--- config.mk ---
export PLATFORM = sky130hd
export DESIGN_NAME = fattree_dest_addr_encoder_flat
export DESIGN_NICKNAME = d
export VERILOG_FILES = /design/src/rtl/fattree_dest_addr_encoder_pkg.sv /design/src/rtl/fattree_dest_addr_encoder_if.sv /design/src/rtl/fattree_dest_addr_encoder_div_by_k_step.sv /design/src/rtl/fattree_dest_addr_encoder.sv /design/src/flat_wrapper.sv
export SDC_FILE = /design/constraint.sdc
export NUM_CORES = 1
export LEC_CHECK = 0
export CAP_MARGIN = 40
export CORE_MARGIN = 2
export CORE_UTILIZATION = 52
export DETAILED_ROUTE_END_ITERATION = 7
export GPL_TIMING_DRIVEN = 0
export PLACE_DENSITY = 0.81
export SLEW_MARGIN = 15
export SYNTH_ARGS = -nofsm -noshare
export SYNTH_HDL_FRONTEND = slang
export SYNTH_SLANG_ARGS = --single-unit
--- constraint.sdc ---
create_clock -name clk -period 2.07 [get_ports clk]
set_input_delay 0.207 -clock clk [delete_from_list [all_inputs] [get_ports clk]]
set_output_delay 0.207 -clock clk [all_outputs]
set_load 0.02 [all_outputs]
--- src/rtl/fattree_dest_addr_encoder_pkg.sv ---
// Shared fat-tree width helpers and encoder state type, so router-side logic and
// the destination encoder derive identical digit and endpoint widths.
package fattree_dest_addr_encoder_pkg;

    typedef enum logic [1:0] {
        ST_IDLE,
        ST_DIV,
        ST_DONE
    } enc_state_e;

    // Ceiling log2, never below 1 so it can size a vector directly.
    function automatic int log2(input int value);
        int r;
        r = 0;
        for (int v = 1; v < value; v = v * 2) begin
            r = r + 1;
        end
        return (r < 1) ? 1 : r;
    endfunction

    function automatic int ipow(input int base, input int exp);
        int r;
        r = 1;
        for (int i = 0; i < exp; i++) begin
            r = r * base;
        end
        return r;
    endfunction

    function automatic int calc_kw(input int k);
        return log2(k);
    endfunction

    function automatic int calc_ne(input int k, input int l);
        return ipow(k, l);
    endfunction

    function automatic int calc_ew(input int k, input int l);
        return log2(ipow(k, l));
    endfunction

endpackage

--- src/rtl/fattree_dest_addr_encoder_if.sv ---
// Request/response bundle between a destination-id producer and the encoder.
interface fattree_dest_addr_encoder_if
    import fattree_dest_addr_encoder_pkg::*;
#(
    parameter int EW  = calc_ew(4, 3),
    parameter int LKW = 3 * calc_kw(4)
);
    logic           in_valid;
    logic           in_ready;
    logic [EW-1:0]  dest_id;
    logic           out_valid;
    logic           out_ready;
    logic [LKW-1:0] dest_addr_encoded;
    logic           out_err;

    modport master (
        output in_valid, dest_id, out_ready,
        input  in_ready, out_valid, dest_addr_encoded, out_err
    );

    modport slave (
        input  in_valid, dest_id, out_ready,
        output in_ready, out_valid, dest_addr_encoded, out_err
    );
endinterface

--- src/rtl/fattree_dest_addr_encoder_div_by_k_step.sv ---
// One restoring-division step by K: shift in a dividend bit, subtract K,
// keep the difference unless it borrowed.
module fattree_div_by_k_step #(
    parameter int KW = 2
) (
    input  logic [KW:0] rem_in,
    input  logic        din,
    input  logic [KW:0] k_val,
    output logic [KW:0] rem_out,
    output logic        q_bit
);
    logic [KW+1:0] trial;
    logic [KW+1:0] diff;

    // The remainder stays below K, so trial < 2K and the top diff bit is the borrow.
    always_comb begin
        trial   = {rem_in, din};
        diff    = trial - {1'b0, k_val};
        q_bit   = ~diff[KW+1];
        rem_out = q_bit ? diff[KW:0] : trial[KW:0];
    end
endmodule

--- src/rtl/fattree_dest_addr_encoder.sv ---
// Converts a binary endpoint number into per-level base-K down-port digits by
// repeated bit-serial division by K; level L-1 gets the least significant digit.
module fattree_dest_addr_encoder
    import fattree_dest_addr_encoder_pkg::*;
#(
    parameter int K = 4,
    parameter int L = 3
) (
    input logic                        clk,
    input logic                        reset,
    fattree_dest_addr_encoder_if.slave bus
);
    localparam int Kw   = calc_kw(K);
    localparam int LKw  = L * Kw;
    localparam int NE   = calc_ne(K, L);
    localparam int Ew   = calc_ew(K, L);
    localparam int LVLW = log2(L);
    localparam int BITW = log2(Ew);

    localparam logic [Kw:0]      K_VAL   = (Kw + 1)'(K);
    localparam logic [Ew:0]      NE_W    = (Ew + 1)'(NE);
    localparam logic [LVLW-1:0]  LVL_MAX = LVLW'(L - 1);
    localparam logic [BITW-1:0]  BIT_MAX = BITW'(Ew - 1);

    enc_state_e      state_q, state_d;
    logic [Ew-1:0]   dividend_q, dividend_d;
    logic [Kw:0]     rem_q, rem_d;
    logic [LVLW-1:0] lvl_q, lvl_d;
    logic [BITW-1:0] bit_q, bit_d;
    logic [LKw-1:0]  addr_q, addr_d;
    logic            err_q, err_d;

    logic [Kw:0]     step_rem;
    logic            step_q;
    logic [Ew:0]     shifted;

    fattree_div_by_k_step #(.KW(Kw)) u_step (
        .rem_in  (rem_q),
        .din     (dividend_q[Ew-1]),
        .k_val   (K_VAL),
        .rem_out (step_rem),
        .q_bit   (step_q)
    );

    always_ff @(posedge clk or posedge reset) begin
        if (reset) begin
            state_q    <= ST_IDLE;
            dividend_q <= '0;
            rem_q      <= '0;
            lvl_q      <= '0;
            bit_q      <= '0;
            addr_q     <= '0;
            err_q      <= 1'b0;
        end else begin
            state_q    <= state_d;
            dividend_q <= dividend_d;
            rem_q      <= rem_d;
            lvl_q      <= lvl_d;
            bit_q      <= bit_d;
            addr_q     <= addr_d;
            err_q      <= err_d;
        end
    end

    // Quotient bits shift into the dividend's LSB, so after Ew steps it holds the quotient.
    always_comb begin
        state_d    = state_q;
        dividend_d = dividend_q;
        rem_d      = rem_q;
        lvl_d      = lvl_q;
        bit_d      = bit_q;
        addr_d     = addr_q;
        err_d      = err_q;
        shifted    = {dividend_q, step_q};

        case (state_q)
            ST_IDLE: begin
                if (bus.in_valid) begin
                    dividend_d = bus.dest_id;
                    addr_d     = '0;
                    rem_d      = '0;
                    lvl_d      = LVL_MAX;
                    bit_d      = BIT_MAX;
                    if ({1'b0, bus.dest_id} >= NE_W) begin
                        err_d   = 1'b1;
                        state_d = ST_DONE;
                    end else begin
                        err_d   = 1'b0;
                        state_d = ST_DIV;
                    end
                end
            end
            ST_DIV: begin
                rem_d      = step_rem;
                dividend_d = shifted[Ew-1:0];
                bit_d      = bit_q - 1'b1;
                if (bit_q == '0) begin
                    addr_d[int'(lvl_q) * Kw +: Kw] = step_rem[Kw-1:0];
                    rem_d = '0;
                    bit_d = BIT_MAX;
                    lvl_d = lvl_q - 1'b1;
                    if (lvl_q == '0) begin
                        state_d = ST_DONE;
                    end
                end
            end
            ST_DONE: begin
                if (bus.out_ready) begin
                    state_d = ST_IDLE;
                end
            end
            default: state_d = ST_IDLE;
        endcase
    end

    assign bus.in_ready          = (state_q == ST_IDLE);
    assign bus.out_valid         = (state_q == ST_DONE);
    assign bus.dest_addr_encoded = addr_q;
    assign bus.out_err           = err_q;
endmodule

--- src/flat_wrapper.sv ---
// flat-port wrapper written by rule: the top's interface ports become plain ports
module fattree_dest_addr_encoder_flat import fattree_dest_addr_encoder_pkg::*;
#(
    parameter int K = 4,
    parameter int L = 3
)
  (clk, reset, bus_in_valid, bus_dest_id, bus_out_ready, bus_in_ready, bus_out_valid, bus_dest_addr_encoded, bus_out_err);
  fattree_dest_addr_encoder_if #(.EW(6), .LKW(6)) bus_i ();
  input logic clk;
  input logic reset;
  input wire logic [$bits(bus_i.in_valid)-1:0] bus_in_valid;
  input wire logic [$bits(bus_i.dest_id)-1:0] bus_dest_id;
  input wire logic [$bits(bus_i.out_ready)-1:0] bus_out_ready;
  output wire logic [$bits(bus_i.in_ready)-1:0] bus_in_ready;
  output wire logic [$bits(bus_i.out_valid)-1:0] bus_out_valid;
  output wire logic [$bits(bus_i.dest_addr_encoded)-1:0] bus_dest_addr_encoded;
  output wire logic [$bits(bus_i.out_err)-1:0] bus_out_err;
  assign bus_i.in_valid = bus_in_valid;
  assign bus_i.dest_id = bus_dest_id;
  assign bus_i.out_ready = bus_out_ready;
  assign bus_in_ready = bus_i.in_ready;
  assign bus_out_valid = bus_i.out_valid;
  assign bus_dest_addr_encoded = bus_i.dest_addr_encoded;
  assign bus_out_err = bus_i.out_err;
  fattree_dest_addr_encoder #(.K(K), .L(L)) u_core (.clk(clk), .reset(reset), .bus(bus_i));
endmodule
# Word-level counts from Yosys, hierarchy flattened

Index checks and enable logic that the tools add are counted.

Register bits after elaboration: 22
Input port bits: 10

Add/sub/neg operators: 4
Equal/unequal tests: 6
Shifts and indexed selects: 2
Muxes and demuxes: 21
Bitwise gates (word level): 1
Reduce and logical (&&, ||, !) cells: 7

Operator list:

| kind                   | count |
|---|---|
| $neg 3->33             | 1 |
| $shift 2x33->6 const A | 1 |
| $shiftx 2x33->6        | 1 |
| $pmux 6 s2             | 2 |
| $mux 6                 | 3 |
| $mux 3                 | 5 |
| $mux 2                 | 6 |
| $pmux 3 s2             | 2 |
| $bwmux 6               | 1 |
| $pmux 2 s3             | 1 |
| $logic_not 2->1        | 2 |
| $ne 2x1->1 const B     | 2 |
| $ne 2x2->1 const B     | 2 |
| $pmux 2 s2             | 1 |
| $reduce_and 4->1       | 1 |
| $sub 4x3->4 const B    | 1 |
| $logic_not 3->1        | 1 |
| $reduce_and 3->1       | 1 |
| $sub 3x1->3 const B    | 1 |
| $eq 2x1->1 const B     | 1 |
| $eq 2x2->1 const B     | 1 |
| $reduce_and 2->1       | 1 |
| $reduce_bool 2->1      | 1 |
| $sub 2x1->2 const B    | 1 |
| $not 1->1              | 1 |

# Longest topological paths before layout

Gate-level depths: netlist (run 1).

Depth in word-level cells: 6
Gate-level depth with buffers: 6
Gate-level depth less buffers: 5

# Modules after synthesis

A second synthesis (run 1) with hierarchy kept.

Cells, all modules: 125
Area, all modules: 1278.7 um^2

By module, submodules not included:

| module                    | times used | cells each | area each (um^2) | seq. area each (um^2) |
|---|---|---|---|---|
| fattree_dest_addr_encoder | 1          | 109        | 1132.3           | 550.5 |
| fattree_div_by_k_step     | 1          | 16         | 146.4            | 0.0 |

# Worst setup path before layout (run 1)

Ideal clock, no wire load.

Path kind: register -> register
From: reg u_core.lvl_q[0]
To: reg u_core.addr_q[4], in the netlist u_core.bus.dest_addr_encoded[4]
Arrival time: 1.434 ns
Required time: 1.945 ns
Path slack: 0.511 ns
Cell stages (with the launch flop): 6
Path buffers: 0
Period minus slack after synthesis: 1.559 ns
Cell sequence: dfrtp_1 inv_1 ha_1 and4bb_4 and3_1 mux2_2

Longest elaborated chain between the ends: 5
Elaborated cells between the ends (all ways): 6

RTL lines:

| what                                              | line                            | source |
|---|---|---|
| start, declared                                   | fattree_dest_addr_encoder.sv:28 | `logic [LVLW-1:0] lvl_q, lvl_d;` |
| start signal, assigned                            | fattree_dest_addr_encoder.sv:58 | `lvl_q <= lvl_d;` |
| $neg 3->33 (*)                                    | fattree_dest_addr_encoder.sv:98 | `addr_d[int'(lvl_q) * Kw +: Kw] = step_rem[Kw-1:0];` |
| $shiftx 2x33->6 or $shift 2x33->6 (tied branches) | fattree_dest_addr_encoder.sv:98 |  |
| $bwmux 6 (*)                                      | fattree_dest_addr_encoder.sv:98 |  |
| $mux 6 (*)                                        | fattree_dest_addr_encoder.sv:97 | `if (bit_q == '0) begin` |
| $pmux 6 s2 (*)                                    | fattree_dest_addr_encoder.sv:76 | `case (state_q)` |
| end signal, assigned                              | fattree_dest_addr_encoder.sv:60 | `addr_q <= addr_d;` |
| end, declared                                     | fattree_dest_addr_encoder.sv:30 | `logic [LKw-1:0] addr_q, addr_d;` |

Every way passes the cells marked *; elsewhere a longest branch is shown, timed or not. The select of a mux whose other input is x is not followed.
A chain may end at the register's enable or synchronous reset.

# Final worst setup path (run 1)

From: reg u_core.lvl_q[0]
To: reg u_core.addr_q[5], in the netlist u_core.bus.dest_addr_encoded[5]

Same word-level chain as after synthesis.

==> impl_results.md, run 1 <==
- DR WL/cell: 14.8 um
- P_leak: 0.718 nW
- Power Dens Cells: 1380 nW/um2
- First DRT Iteration DRCs: 15
- Largest net degree at the start of global routing: 14
- CP arrival: 1.95 ns
- All-Layer GR Usage: 0.222
- Final Hold Fails: 0
- DR vias: 932
- Nature of the critical path endpoint: register
- Final Cycle Share: 0.836
- Routed wire length: 2510 um
- Core area: 2190 um2
- Synthesized cell area: 1200 um2
- CTS max path bufs: 2
- Slowest stage delay, CP: 0.49 ns
- Max Slew Vio Count: 0
- Worst setup path class: register to register
- Grt ovf: 0
- Layout cells sized above 1: 0.142
- Routability-driven placement congestion ratio: 0.757
- First-pass iteration count of the detailed router: 4
- Clock slew at reported path FFs: 0.12 ns
- Die Ht: 52.1 um
- Reg2Reg Launch Point: u_core.lvl_q[0]$_DFFE_PP0P_
- Clock Latency Late Sink: 0.32 ns
- Power Total: 2.02 mW
- CP max stage cell: dfrtp_1
- Worst-path fanout max: 7
- Status: finished, final reports clean
- Worst r2r dst: u_core.bus.dest_addr_encoded[5]$_DFFE_PP0P_
- Row count: 17
- Vias in the first global route: 934
- # clock sinks: 22
- Finished Cell Area: 1460 um2
- Final Critical Period: 1.73 ns
- Io pins: 19
- Initial antenna violation count: 0
- Hold Path Class: primary input to asynchronous set/reset pin
- Mapped Nets: 134
- CTS tree: built
- Input/output buffers: 17
- Reg2Reg Depth: 5
- Die Area: 2710 um2
- RSZ-0062 raised after global routing: false
- DP HPWL: 1860 um
- Final Skew: 0.00834 ns
- Area grow syn2layout: 21.7%
- Global-route wire length before repair: 4280 um
- Max Cap Violations: 0
- Total CTS buffers: 3
- Setup TNS: 0 ns
- Final Setup Violations: 0
- Yosys cell types: 31
- CTS Root Buffer Type: clkbuf_4
- Syn avg cell area: 10.1 um2
- Die X: 52.1 um
- Critical-path cell list: inv_1 > ha_1 > and4bb_4 > and3_1 > mux2_2
- Register area share after synthesis: 0.458
- Final #Nets: 157
- Seq cells post-synth: 22
- Routed vias/inst: 5.51
- Ant. Diodes: 0
- Starting Density: 0.549
- Startpoint types: register
- DP Area: 1420 um2
- Top Family by Delay on Critical Path: flip-flops
- Required @ worst endpoint: 2.29 ns
- DRC: 0
- Cells after Synth: 119
- Yosys warns: 0
- Fmax: 0.578 GHz
- CTS H-Tree Depth: 1
- Buffers & Inverters on Critical Path: 1
- Internal reg-to-reg setup slack: 0.34 ns
- Max VDD drop: 0.911 mV
- ANT nets after route: 0
-- layout make-up --
class / instances / area, um2
clock buffers: 4 / 36.3
plain buffers: 8 / 50.0
fillers: 177 / 727
repair buffers: 18 / 190
inverters: 11 / 41.3
well taps: 28 / 35.0
multi-input cells: 78 / 561
flip-flops and latches: 22 / 551
-- Yosys cell counts (all sizes together) --
cell,number,area (um2)
and3b,4,35.0
mux2i,5,50.1
a21oi,10,61.3
o21bai,1,7.51
nor4b,1,8.76
conb,1,3.75
a21o,1,7.51
mux2,2,22.5
o2bb2ai,1,8.76
o22ai,1,6.26
buf,8,50.1
a31oi,2,12.5
and3,2,12.5
ha,5,62.6
nor2b,8,50.1
a32o,2,20.0
a22o,2,17.5
nand4,4,25.0
nand3,3,15.0
dfrtp,22,551
nand2,6,22.5
and4bb,1,16.3
inv,11,41.3
o21ai,6,30.0
nand2b,2,15.0
a22oi,4,30.0
nor2,3,11.3
xor2,1,8.76
-- placed cells by master (no fill, tap or decap), types with 3 or more instances in the layout --
master           netlist  layout
nor2b_1                8       8
clkbuf_4               0       3
nand4_1                4       4
ha_1                   5       5
and3b_1                4       4
a21oi_1                7       7
buf_4                  4       4
nor2_1                 3       3
a21oi_2                3       3
nand3_1                3       3
inv_1                 11      11
o21ai_0                6       6
clkdlybuf4s50_1        0      15
buf_2                  4       4
a22oi_1                4       4
dfrtp_1               22      22
mux2i_1                5       5
nand2_1                6       6
-- registers in the layout (all words and copies together), names as in the netlist --
name,cells
u_core.bit_q,3
u_core.bus.dest_addr_encoded,6
u_core.state_q,2
u_core.lvl_q,2
u_core.rem_q,3
u_core.dividend_q,6
-- cell families after synthesis --
| logic type | count (synthesis) | synth area share |
|---|---|---|
| muxes | 7 | 0.0604 |
| AOI/OAI and AO/OA | 30 | 0.168 |
| other | 1 | 0.00312 |
| buffers and inverters | 19 | 0.0760 |
| DFF | 22 | 0.458 |
| adders and majority gates | 5 | 0.0520 |
| and+or+nand+nor | 34 | 0.176 |
| xor gates and xnor gates | 1 | 0.00729 |
-- metrics by stage --
step / setup WS, ns / utilization / hold WS (ns) / instances
global placement: 0.370 / 0.642 / 0.466 / 164
CTS: 0.00154 / 0.666 / 0.166 / 169
finish: 0.339 / 0.668 / 0.164 / 169
floorplan: 0.511 / - / 0.196 / 119
detailed placement: 0.375 / 0.649 / 0.475 / 165
global route: 0.286 / 0.668 / 0.185 / 169
-- routing by layer --
| metal | up-vias | wire length [um] | GRT usage |
|---|---|---|---|
| met3 | 5 | 128 | 0.0374 |
| met1 | 444 | 1130 | 0.280 |
| met5 | - | 0 | 0 |
| met2 | 24 | 1200 | 0.354 |
| li1 | 459 | - | - |
| met4 | 0 | 55 | 0.132 |
-- worst max-delay path by stage --
stage | start | depth (start not counted) | to | slack, ns
global route | u_core.bit_q[0]$_DFFE_PP0P_ | 6 | u_core.bus.dest_addr_encoded[4]$_DFFE_PP0P_ | 0.29
global placement | u_core.state_q[0]$_DFFE_PP0P_ | 4 | bus_in_ready | 0.37
detailed placement | u_core.lvl_q[0]$_DFFE_PP0P_ | 5 | u_core.bus.dest_addr_encoded[5]$_DFFE_PP0P_ | 0.37
CTS | u_core.state_q[0]$_DFFE_PP0P_ | 4 | bus_in_ready | 0.002
finish | u_core.lvl_q[0]$_DFFE_PP0P_ | 5 | u_core.bus.dest_addr_encoded[5]$_DFFE_PP0P_ | 0.34
floorplan | u_core.lvl_q[0]$_DFFE_PP0P_ | 5 | u_core.bus.dest_addr_encoded[4]$_DFFE_PP0P_ | 0.51
-- report_power, final --
part | internal [mW] | leakage [nW] | switching, mW
Combinational | 0.495 | 0.413 | 0.545
Sequential | 0.601 | 0.284 | 0.142
Clock | 0.108 | 0.0210 | 0.133
Total | 1.20 | 0.718 | 0.819
-- timing repair --
| item | in CTS | in global routing |
|---|---|---|
| gates resized for setup | 0 | 2 |
| endpoints found under the setup margin | 0 | 2 |
| setup buffers | 0 | 0 |
| hold buffers | 0 | 0 |
No activity file was read; power rests on OpenSTA's default activity.
==> run 2: changes to the inputs <==
==> constraint.sdc (replaced) <==
create_clock -name clk -period 1.65 [get_ports clk]
set_input_delay 0.165 -clock clk [delete_from_list [all_inputs] [get_ports clk]]
set_output_delay 0.165 -clock clk [all_outputs]
set_load 0.02 [all_outputs]
==> impl_results.md, run 2 (same netlist as run 1, synthesis figures left out) <==
- Input/output buffers: 17 (unchanged)
- DR vias: 962 (was 932)
- Multi-input gate area: 566 um2 (was 561 um2)
- P_leak: 0.701 nW (was 0.718 nW)
- Max Cap Violations: 0 (unchanged)
- Initial antenna violation count: 0 (unchanged)
- Routability-driven placement congestion ratio: 0.757 (unchanged)
- Worst-path fanout max: 7 (unchanged)
- Largest net degree at the start of global routing: 14 (unchanged)
- Hold Path Class: primary input to asynchronous set/reset pin (unchanged)
- Final Cycle Share: 0.972 (was 0.836)
- Fillers: 172 (was 177)
- Die X: 52.1 um (unchanged)
- Final Skew: 0.00391 ns (was 0.00834 ns)
- Top Family by Delay on Critical Path: flip-flops (unchanged)
- Grt ovf: 0 (unchanged)
- Reg2Reg Launch Point: u_core.lvl_q[0]$_DFFE_PP0P_ (unchanged)
- CP arrival: 1.82 ns (was 1.95 ns)
- Post-placement cell count: 165 (unchanged)
- Final Critical Period: 1.60 ns (was 1.73 ns)
- # clock sinks: 22 (unchanged)
- Power Dens Cells: 1750 nW/um2 (was 1380 nW/um2)
- Startpoint types: register (unchanged)
- CTS tree: built (unchanged)
- Status: finished, final reports clean (unchanged)
- Final Non-Filler Cells: 173 (was 169)
- Clock slew at reported path FFs: 0.12 ns (about the same)
- Max Slew Vio Count: 0 (unchanged)
- Vias in the first global route: 925 (was 934)
- All-Layer GR Usage: 0.221 (was 0.222)
- CTS Root Buffer Type: clkbuf_4 (unchanged)
- DP HPWL: 1860 um (unchanged)
- Slowest stage delay, CP: 0.45 ns (was 0.49 ns)
- CTS H-Tree Depth: 1 (unchanged)
- Io pins: 19 (unchanged)
- Fmax: 0.623 GHz (was 0.578 GHz)
- Core area: 2190 um2 (unchanged)
- Final Setup Violations: 0 (unchanged)
- Starting Density: 0.549 (unchanged)
- CP max stage cell: dfrtp_2 (was dfrtp_1)
- Power Total: 2.62 mW (was 2.02 mW)
- CTS max path bufs: 2 (unchanged)
- Clock Latency Late Sink: 0.32 ns (about the same)
- Routed vias/inst: 5.56 (was 5.51)
- Max VDD drop: 1.20 mV (was 0.911 mV)
- Most common cell after layout, fill and taps aside: dfrtp_1 (unchanged)
- Most frequent cells in the layout: 21 x dfrtp_1, 15 x clkdlybuf4s50_1, 10 x inv_1, 8 x buf_4, 8 x nor2b_1 (was 22 x dfrtp_1, 15 x clkdlybuf4s50_1, 11 x inv_1, 8 x nor2b_1, 7 x a21oi_1)
- Nature of the critical path endpoint: register (unchanged)
- First-pass iteration count of the detailed router: 5 (was 4)
- PnR worst setup slack: 0.0460 ns (was 0.339 ns)
- Final #Nets: 161 (was 157)
- Reg2Reg Depth: 5 (unchanged)
- DRC: 0 (unchanged)
- Routed wire length: 2500 um (was 2510 um)
- Die Area: 2710 um2 (unchanged)
- Internal reg-to-reg setup slack: 0.05 ns (was 0.34 ns)
- Row count: 17 (unchanged)
- Final Hold Fails: 0 (unchanged)
- Worst r2r dst: u_core.bus.dest_addr_encoded[5]$_DFFE_PP0P_ (unchanged)
- Die Ht: 52.1 um (unchanged)
- FF/Latch Area: 552 um2 (was 551 um2)
- Critical path depth in cells: 5 (unchanged)
- DP Worst Slack: -0.0453 ns (was 0.375 ns)
- Global-route wire length before repair: 4260 um (was 4280 um)
- Post-cts hold buffer count: 0 (unchanged)
- Worst setup path class: register to register (unchanged)
- Layout cells sized above 1: 0.207 (was 0.142)
- Required @ worst endpoint: 1.87 ns (was 2.29 ns)
- DR WL/cell: 14.5 um (was 14.8 um)
- Fin Hold WS: 0.119 ns (was 0.164 ns)
- Critical-path cell list: inv_2 > ha_1 > and4bb_4 > and3_1 > mux2_2 (was inv_1 > ha_1 > and4bb_4 > and3_1 > mux2_2)
- ANT nets after route: 0 (unchanged)
- First DRT Iteration DRCs: 18 (was 15)
- Area grow syn2layout: 24.6% (was 21.7%)
- Total CTS buffers: 3 (unchanged)
- Buffers & Inverters on Critical Path: 1 (unchanged)
- Ant. Diodes: 0 (unchanged)
[run 2: stage by stage]
| step | cell area [um2] | TNS, ns | utilization |
|---|---|---|---|
| 2_1_floorplan | 1200 | 0 | - |
| 3_3_place_gp | 1410 | -0.00781 | 0.642 |
| 3_5_place_dp | 1420 | -0.0895 | 0.649 |
| 4_1_cts | 1470 | 0 | 0.672 |
| 5_1_grt | 1500 | -0.000720 | 0.684 |
| 6_report | 1500 | 0 | 0.684 |
[run 2: metal layers]
metal	track usage	share of wire	up-vias
met1	0.284	0.45	465
met4	0.132	0.023	0
met5	0	0	-
li1	-	-	465
met2	0.348	0.48	27
met3	0.0374	0.046	5
[run 2: area by class of cell]
| type | instances | share of cell area |
|---|---|---|
| Clock buffer | 4 | 0.0242 |
| Multi-Input combinational cell | 78 | 0.378 |
| Buffer | 8 | 0.0376 |
| Tap cell | 28 | 0.0234 |
| Inverter | 11 | 0.0276 |
| Sequential cell | 22 | 0.368 |
| Timing Repair Buffer | 22 | 0.141 |
[run 2: worst max-delay path by stage]
stage	from	slack, ns	end
2_1_floorplan	u_core.lvl_q[0]$_DFFE_PP0P_	0.09	u_core.bus.dest_addr_encoded[4]$_DFFE_PP0P_
3_3_place_gp	u_core.state_q[0]$_DFFE_PP0P_	-0.008	bus_in_ready
3_5_place_dp	u_core.lvl_q[0]$_DFFE_PP0P_	-0.05	u_core.bus.dest_addr_encoded[5]$_DFFE_PP0P_
4_1_cts	u_core.bit_q[0]$_DFFE_PP0P_	0.03	u_core.bus.dest_addr_encoded[5]$_DFFE_PP0P_
5_1_grt	u_core.bit_q[1]$_DFFE_PP0P_	-0.0007	u_core.bus.dest_addr_encoded[4]$_DFFE_PP0P_
6_report	u_core.lvl_q[0]$_DFFE_PP0P_	0.05	u_core.bus.dest_addr_encoded[5]$_DFFE_PP0P_
[run 2: power breakdown]
group | leakage [nW] | internal (mW) | switching (mW)
Sequential | 0.283 | 0.756 | 0.167
Combinational | 0.398 | 0.683 | 0.712
Clock | 0.0210 | 0.135 | 0.169
Total | 0.701 | 1.57 | 1.05
[run 2: timing repair]
action	CTS	global route
pin swaps	0	2
setup buffers	1	3
setup endpoints to repair	4	3
resized for setup	9	4
